## src/rtl/bridge_rx.sv

```systemverilog
// Receive-side parser for the ASCII host bridge: turns "Raaaa<EOL>" and
// "Waaaadddd<EOL>" byte streams into single-cycle bus requests.
module bridge_rx (
    input  logic        clk,
    input  logic        rst,
    input  logic [7:0]  data_i,
    input  logic        valid_i,
    output logic [15:0] addr_o,
    output logic [15:0] data_o,
    output logic        rw_o,
    output logic        valid_o
);

    localparam int unsigned AW = 16;
    localparam int unsigned DW = 16;
    localparam int unsigned BW = 32;
    localparam int unsigned CW = 4;

    localparam logic [CW-1:0] READ_NIBS  = CW'(4);
    localparam logic [CW-1:0] WRITE_NIBS = CW'(8);

    localparam logic [7:0] CH_R  = 8'h52;
    localparam logic [7:0] CH_W  = 8'h57;
    localparam logic [7:0] CH_CR = 8'h0D;
    localparam logic [7:0] CH_LF = 8'h0A;

    typedef enum logic [1:0] {
        IDLE,
        READ,
        WRITE
    } state_t;

    state_t          state, state_n;
    logic [CW-1:0]   cnt, cnt_n;
    logic [BW-1:0]   nib_buf, nib_buf_n;
    logic [AW-1:0]   addr_n;
    logic [DW-1:0]   data_n;
    logic            rw_n;
    logic            valid_n;

    logic            is_hex_c;
    logic            is_term_c;
    logic [3:0]      nib_c;

    // ASCII hex character classification and decode
    always_comb begin
        is_hex_c = 1'b1;
        nib_c    = 4'h0;
        if (data_i >= 8'h30 && data_i <= 8'h39) begin
            nib_c = 4'(data_i - 8'h30);
        end else if (data_i >= 8'h41 && data_i <= 8'h46) begin
            nib_c = 4'(data_i - 8'h37);
        end else if (data_i >= 8'h61 && data_i <= 8'h66) begin
            nib_c = 4'(data_i - 8'h57);
        end else begin
            is_hex_c = 1'b0;
        end
    end

    assign is_term_c = (data_i == CH_CR) || (data_i == CH_LF);

    always_ff @(posedge clk or posedge rst) begin
        if (rst) begin
            state   <= IDLE;
            cnt     <= '0;
            nib_buf <= '0;
            addr_o  <= '0;
            data_o  <= '0;
            rw_o    <= 1'b0;
            valid_o <= 1'b0;
        end else begin
            state   <= state_n;
            cnt     <= cnt_n;
            nib_buf <= nib_buf_n;
            addr_o  <= addr_n;
            data_o  <= data_n;
            rw_o    <= rw_n;
            valid_o <= valid_n;
        end
    end

    // Next-state and request decode; R/W restart a line from any state
    always_comb begin
        state_n   = state;
        cnt_n     = cnt;
        nib_buf_n = nib_buf;
        addr_n    = addr_o;
        data_n    = data_o;
        rw_n      = rw_o;
        valid_n   = 1'b0;

        if (valid_i) begin
            if (data_i == CH_R) begin
                state_n   = READ;
                cnt_n     = '0;
                nib_buf_n = '0;
            end else if (data_i == CH_W) begin
                state_n   = WRITE;
                cnt_n     = '0;
                nib_buf_n = '0;
            end else begin
                unique case (state)
                    IDLE: begin
                    end
                    READ: begin
                        if (is_hex_c && cnt < READ_NIBS) begin
                            nib_buf_n = {nib_buf[BW-5:0], nib_c};
                            cnt_n     = cnt + CW'(1);
                        end else if (is_term_c && cnt == READ_NIBS) begin
                            addr_n  = nib_buf[AW-1:0];
                            data_n  = '0;
                            rw_n    = 1'b0;
                            valid_n = 1'b1;
                            state_n = IDLE;
                        end else begin
                            state_n = IDLE;
                        end
                    end
                    WRITE: begin
                        if (is_hex_c && cnt < WRITE_NIBS) begin
                            nib_buf_n = {nib_buf[BW-5:0], nib_c};
                            cnt_n     = cnt + CW'(1);
                        end else if (is_term_c && cnt == WRITE_NIBS) begin
                            addr_n  = nib_buf[BW-1:DW];
                            data_n  = nib_buf[DW-1:0];
                            rw_n    = 1'b1;
                            valid_n = 1'b1;
                            state_n = IDLE;
                        end else begin
                            state_n = IDLE;
                        end
                    end
                    default: state_n = IDLE;
                endcase
            end
        end
    end

endmodule

```

## config.mk

```make
export PLATFORM = sky130hd
export DESIGN_NAME = bridge_rx
export DESIGN_NICKNAME = d
export VERILOG_FILES = /design/src/rtl/bridge_rx.sv
export SDC_FILE = /design/constraint.sdc
export NUM_CORES = 1
export LEC_CHECK = 0
export ABC_AREA = 1
export ABC_CLOCK_PERIOD_IN_PS = 3600
export BUFFER_PORTS_ARGS = -buffer_cell sky130_fd_sc_hd__buf_2
export CORE_MARGIN = 10
export CORE_UTILIZATION = 57
export CTS_BUF_LIST = sky130_fd_sc_hd__clkbuf_8
export DETAILED_ROUTE_END_ITERATION = 6
export HOLD_SLACK_MARGIN = 0.02
export PLACE_DENSITY_LB_ADDON = 0.1
export SETUP_SLACK_MARGIN = 0.1
export SLEW_MARGIN = 20
export SYNTH_ARGS = -nofsm -noshare
export SYNTH_HDL_FRONTEND = slang
export SYNTH_SLANG_ARGS = --single-unit
```

## constraint.sdc

```tcl
create_clock -name clk -period 3.6 [get_ports clk]
set_input_delay 0.18 -clock clk [delete_from_list [all_inputs] [get_ports clk]]
set_output_delay 0.18 -clock clk [all_outputs]
set_load 0.005 [all_outputs]
```

==> results.md, run 1 <==
* Fin cells at 543
* DR vias/cell at 5.53
* RePlAce Congestion at 0.860
* Pin count of the biggest net entering global routing at 41
* Clk pin slew, worst setup/hold paths at 0.08 ns
* Die area at 10100 um2
* Clock Tree Buf Depth at 2
* Period minus WS final at 2.38 ns
* Largest family of logic cells by synthesized area: simple AND/OR/NAND/NOR gates
* Diodes inserted at 0
* Routed Antenna Nets at 0
* Antenna violations before repair at 0
* Die X at 101 um
* Remaining DRCs at 0
* Post-Synth Adder-Cell Area at 3.04%
* CP max FO at 37
* Final Util at 65.4%
* Post-synthesis compound-gate area fraction at 5.70%
* Iter 0 DRT Violations at 186
* Register area share after synthesis at 48.6%
* Total power draw at 1.68 mW
* Total Routing Usage GR at 17.3%
* Number of clock sinks at 72
* Worst IR Drop VDD at 254 uV
* Synth Instances at 428
* Multi-input logic area at 1660 um2
* Clk_skew at 0.00822 ns
* Leakage power at 2.36 nW
* Count of pins over their slew limit at 0
* Crit Path Class: flop to flop
* Post-Syn Nets at 448
* Pwr Density at 404 nW/um2
* Number of global-route vias before repair at 2853
* Cells after DPL at 526
* Vias at 3005
* Final wirelength at 8530 um
* HPWL Detailed at 5760 um
* Port bufs at 44
* Status: complete, no violations
* Share of layout cells above drive strength 1 at 20.4%
* CP Launch Type: flop
* Post-synth top area share at 48.6%
* Chip height at 101 um
* Placed cell area at 3890 um2
* Relative slew slack at 45.5%
* Final worst-path cycle share at 66.1%
* Simple-gate area share of the yosys netlist at 30.3%
* Worst hold margin at 0.217 ns
* Core area at 6350 um2
* FMAX at 0.420 GHz
* Commonest cells after routing, fill and taps aside: nand2_1 (116), dfrtp_1 (72), nand3_1 (62)
* Most area-hungry cell type in the Yosys netlist: dfrtp_1
* Maxcap violations at 0
* Worst endpoint required time at 3.85 ns
* Avg Inst Size Synth at 8.67 um2
* Global-route wire length before repair at 14300 um
* Total CTS buffers at 9
* Worst setup margin at 1.22 ns
* Setup violators final at 0
* # IOs at 45
* FP Rows at 29
* Endpoints failing hold at 0
* Synth Area in XOR/XNOR at 0.708%
* Synth unique cells at 28
* Layout area overhead at 11.9%
* Hold Crit Class: input pin to flop
* DP Worst Slack at 1.18 ns
* RSZ-0062 raised after global routing: false
* First drt pass iteration count at 4
* Root Buffer: clkbuf_8
* Worst Max-Slew Pin Slew at 0.816 ns
* Cell area after layout at 4150 um2
* Register Area at 1800 um2
* Worst skew pair latency at 0.35 ns
* Final setup TNS at 0 ns
* Mean routed wirelength per cell at 15.7 um
* Commonest non-fill, non-tap cell in the layout: nand2_1
* WP data arrival at 2.63 ns
* #FFs+latches synth at 72
* Multiplexer area fraction after synthesis at 4.86%
* H-tree lvl count at 3
* CTS tree: done
* CTS resizes at 0
* Synthesized cell area at 3710 um2
* Synth area leaders: dfrtp_1 (49%), nand2_1 (12%), nand3_1 (8.4%)
* Worst Setup End Kind: flop
* Final #Nets at 481
* Fillcell total at 565
* # Post-CTS Setup Buffers at 0
* Grt total ovfl at 0
* Synth warn at 0
* Initial Util at 58.4%
==> registers in the layout (all words and copies together), names as in the netlist <==
register,flops
nib_buf,32
state,2
data_o,16
addr_o,16
rw_o,1
cnt,4
valid_o,1
==> power by group <==
part	switching (mW)	total [mW]	internal, mW
sequential	0.00348	0.814	0.810
clock	0.321	0.802	0.481
combinational	0.0450	0.0618	0.0169
total	0.369	1.68	1.31
==> per-layer routing <==
layer	global-route usage, %	routed length [um]	vias to the layer above
met4	6.52	131	0
met2	26.1	4130	71
met3	2.95	425	11
li1	-	-	1503
met5	0	0	-
met1	24.2	3840	1420
==> cells in the mapped netlist <==
master / count
nand2_1: 116
xnor2_1: 1
inv_2: 2
a21oi_2: 1
mux2_2: 16
nor3_1: 1
nand2_4: 2
or2_0: 1
o21ai_1: 20
ha_1: 9
nand3_1: 62
clkbuf_1: 3
dfrtp_1: 72
nor2_8: 1
o21a_1: 1
xor2_1: 2
clkbuf_2: 3
buf_6: 6
nand3_4: 1
buf_2: 16
o21ai_0: 17
a21oi_1: 2
nand4_1: 30
inv_1: 19
nand2_2: 3
nand3b_1: 1
nor2_1: 17
nand3_2: 3
==> kinds of logic (layout without fill, tap and decap cells) <==
| family | after synthesis | after routing |
|---|---|---|
| XOR/XNOR | 3 | 3 |
| AND/OR/NAND/NOR | 238 | 238 |
| adder cells (fa/ha/maj) | 9 | 9 |
| multiplexers | 16 | 16 |
| buffers and inverters | 49 | 87 |
| AO/OA/AOI/OAI | 41 | 41 |
| flip-flops | 72 | 72 |
==> layout make-up <==
type | count | share of cell area [%]
Multi-Input combinational cell | 307 | 39.9
Sequential cell | 72 | 43.4
Clock buffer | 10 | 3.32
Inverter | 21 | 1.90
Clock inverter | 6 | 2.74
Timing Repair Buffer | 50 | 6.45
Tap cell | 77 | 2.32
==> critical path, cell delays in order, from the launching register on <==
cell,delay (ns)
dfrtp_1,0.40
inv_1,0.09
ha_1,0.44
nand2_2,0.47
nand3_4,0.47
nand2_1,0.23
nand2_1,0.11
nand2_1,0.05
==> final timing paths <==
kind | start | to | slack [ns] | cells past startpoint
max | state[0] | nib_buf[1] | 1.22 | 7
min | data_i[0] | nib_buf[0] | 0.22 | 5
max reg2reg | state[0] | nib_buf[1] | 1.22 | 7
min reg2reg | addr_o[14] | addr_o[14] | 0.48 | 2
max in group asynchronous | rst | nib_buf[3] | 2.14 | 4
min in group asynchronous | rst | data_o[8] | 0.53 | 3
==> timing repair <==
action                                  4_1_cts  5_1_grt
hold buffers                                  1        0
endpoints found under the hold margin        10        0
endpoints found under the setup margin        0        0
No activity file was read; power rests on OpenSTA's default activity.
==> run 2: changes to the inputs <==
--- a/config.mk
+++ b/config.mk
@@ -6,7 +6,7 @@
 export NUM_CORES = 1
 export LEC_CHECK = 0
 export ABC_AREA = 1
-export ABC_CLOCK_PERIOD_IN_PS = 3600
+export ABC_CLOCK_PERIOD_IN_PS = 2450
 export BUFFER_PORTS_ARGS = -buffer_cell sky130_fd_sc_hd__buf_2
 export CORE_MARGIN = 10
 export CORE_UTILIZATION = 57
==> constraint.sdc (replaced) <==
create_clock -name clk -period 2.45 [get_ports clk]
set_input_delay 0.1225 -clock clk [delete_from_list [all_inputs] [get_ports clk]]
set_output_delay 0.1225 -clock clk [all_outputs]
set_load 0.005 [all_outputs]
==> run 2 against run 1 <==
  * Hold slack worse by 0.21 ns
  * Final cell count is 0.55% higher
  * Combinational power is 45% higher
  * Via count is 3.5% higher
  * First-iteration DRC count is 19% higher
  * Critical endpoint is now data_o[9]
  * Highest routed layer unchanged
==> results.md, run 2 (synthesis results as in run 1) <==
* CTS resizes at 0 (unchanged)
* Clk pin slew, worst setup/hold paths at 0.08 ns (about the same)
* Final setup TNS at 0 ns (unchanged)
* Period minus WS final at 1.92 ns (was 2.38 ns)
* Grt total ovfl at 0 (unchanged)
* Mean routed wirelength per cell at 15.9 um (was 15.7 um)
* Worst Setup End Kind: flop (unchanged)
* CP max FO at 33 (was 37)
* Iter 0 DRT Violations at 222 (was 186)
* H-tree lvl count at 3 (unchanged)
* Final wirelength at 8670 um (was 8530 um)
* Biggest regs: nib_buf (32), addr_o (16), data_o (16) (unchanged)
* NetSw at 0.549 mW (was 0.369 mW)
* Gate power share at 3.8% (was 3.7%)
* Global-route wire length before repair at 14500 um (was 14300 um)
* Clock Power Share at 45.0% (was 47.8%)
* Port bufs at 44 (unchanged)
* Crit Path Class: flop to flop (unchanged)
* Chip height at 101 um (unchanged)
* Root Buffer: clkbuf_8 (unchanged)
* Worst reg2reg endpoint: data_o[9] (was nib_buf[1])
* Pin count of the biggest net entering global routing at 73 (was 41)
* Status: complete, no violations (unchanged)
* DR vias/cell at 5.70 (was 5.53)
* FMAX at 0.522 GHz (was 0.420 GHz)
* Clock Tree Buf Depth at 2 (unchanged)
* Total Routing Usage GR at 17.6% (was 17.3%)
* Worst skew pair latency at 0.35 ns (about the same)
* Antenna violations before repair at 0 (unchanged)
* Net Sw Frac at 23.5% (was 22.0%)
* Worst IR Drop VDD at 402 uV (was 254 uV)
* Final worst-path cycle share at 78.2% (was 66.1%)
* Commonest non-fill, non-tap cell in the layout: nand2_1 (unchanged)
* Number of global-route vias before repair at 2859 (was 2853)
* Biggest register: nib_buf (unchanged)
* Worst endpoint required time at 2.69 ns (was 3.85 ns)
* Worst Max-Slew Pin Slew at 0.913 ns (was 0.816 ns)
* Count of pins over their slew limit at 0 (unchanged)
* Die X at 101 um (unchanged)
* Core area at 6350 um2 (unchanged)
* RSZ-0062 raised after global routing: false (unchanged)
* Reg power frac at 51.1% (was 48.5%)
* Worst R2R Start: state[0] (unchanged)
* Setup violators final at 0 (unchanged)
* RePlAce Congestion at 0.829 (was 0.860)
* Commonest cells after routing, fill and taps aside: nand2_1 (116), dfrtp_1 (72), nand3_1 (62) (unchanged)
* Max reg flops at 32 (unchanged)
* R2R depth at 9 (was 7)
* Total CTS buffers at 9 (unchanged)
* # IOs at 45 (unchanged)
* # Post-CTS Setup Buffers at 0 (unchanged)
* Vias at 3110 (was 3005)
* R2r setup slk at 0.53 ns (was 1.22 ns)
* Maxcap violations at 0 (unchanged)
* Leakage power at 2.36 nW (about the same)
* Endpoints failing hold at 0 (unchanged)
* CP Launch Type: flop (unchanged)
* Relative slew slack at 39.2% (was 45.5%)
* Pwr Density at 565 nW/um2 (was 404 nW/um2)
* Layout area overhead at 11.6% (was 11.9%)
* FP Rows at 29 (unchanged)
* Hold Crit Class: input pin to async pin (was input pin to flop)
* WP data arrival at 2.15 ns (was 2.63 ns)
* Hold buffer count at cts at 0 (was 1)
* CTS tree: done (unchanged)
* Routed Antenna Nets at 0 (unchanged)
* Diodes inserted at 0 (unchanged)
* Total power draw at 2.34 mW (was 1.68 mW)
* Remaining DRCs at 0 (unchanged)
* Die area at 10100 um2 (unchanged)
* Clk_skew at 0.00779 ns (was 0.00822 ns)
* Initial Util at 58.4% (unchanged)
* HPWL Detailed at 5800 um (was 5760 um)
* Share of layout cells above drive strength 1 at 21.1% (was 20.4%)
* Final #Nets at 484 (was 481)
* Number of clock sinks at 72 (unchanged)
* First drt pass iteration count at 4 (unchanged)
* P_int at 1.79 mW (was 1.31 mW)
==> run 2: worst max path at each step <==
stage                   start          to  slack, ns  depth (start not counted)
global placement    data_i[0]  addr_o[12]       0.56                         12
CTS                    cnt[0]   data_o[7]       0.53                         10
global route         state[0]   data_o[7]       0.36                          9
finish               state[0]   data_o[9]       0.53                          9
detailed placement  data_i[0]   data_o[7]       0.49                         12
floorplan                 rst   addr_o[0]       0.50                          1
==> run 2: metal layers <==
metal	wire length (um)	track usage (%)	vias to the layer above	share of wire, %
li1	-	-	1511	-
met2	4150	26.0	73	48
met4	125	6.52	0	1.4
met5	0	0	-	0
met3	542	3.98	11	6.3
met1	3850	24.5	1515	44
==> run 2: cell type report <==
| cell class | count | area (um2) |
|---|---|---|
| Sequential cell | 72 | 1800 |
| Fill cell | 550 | 2210 |
| Timing Repair Buffer | 53 | 288 |
| Tap cell | 77 | 96.3 |
| Inverter | 21 | 78.8 |
| Multi-Input combinational cell | 307 | 1660 |
| Clock inverter | 7 | 95.1 |
| Clock buffer | 9 | 124 |
==> run 2: per-stage QoR <==
stage                     setup slack [ns]  utilization, %  instances  cell area (um2)  hold slack [ns]
after floorplan                      0.503               -        428             3710            0.334
after global placement               0.557            61.7        530             3920            0.447
after detailed placement             0.492            61.7        530             3920            0.453
after CTS                            0.528            65.2        546             4140           0.0673
after global routing                 0.355            65.2        546             4140           0.0986
final                                0.534            65.2        546             4140           0.0108
==> run 2: critical path, cell delays in order (launching register included) <==
cell and delay [ns]:
dfrtp_1 0.41, inv_1 0.09, ha_1 0.17, buf_4 0.24, nor2_1 0.07, nor2_1 0.12
nand3_2 0.14, buf_4 0.28, o21ai_0 0.20, nand2_1 0.07
==> run 2: power by group through the flow <==
stage	Combinational (mW)	Sequential (mW)	Clock [mW]
2_1_floorplan	0.0625	1.22	0
3_3_place_gp	0.0894	1.22	0
3_5_place_dp	0.0913	1.22	0
4_1_cts	0.0918	1.20	1.07
5_1_grt	0.104	1.20	1.12
6_report	0.0898	1.20	1.05
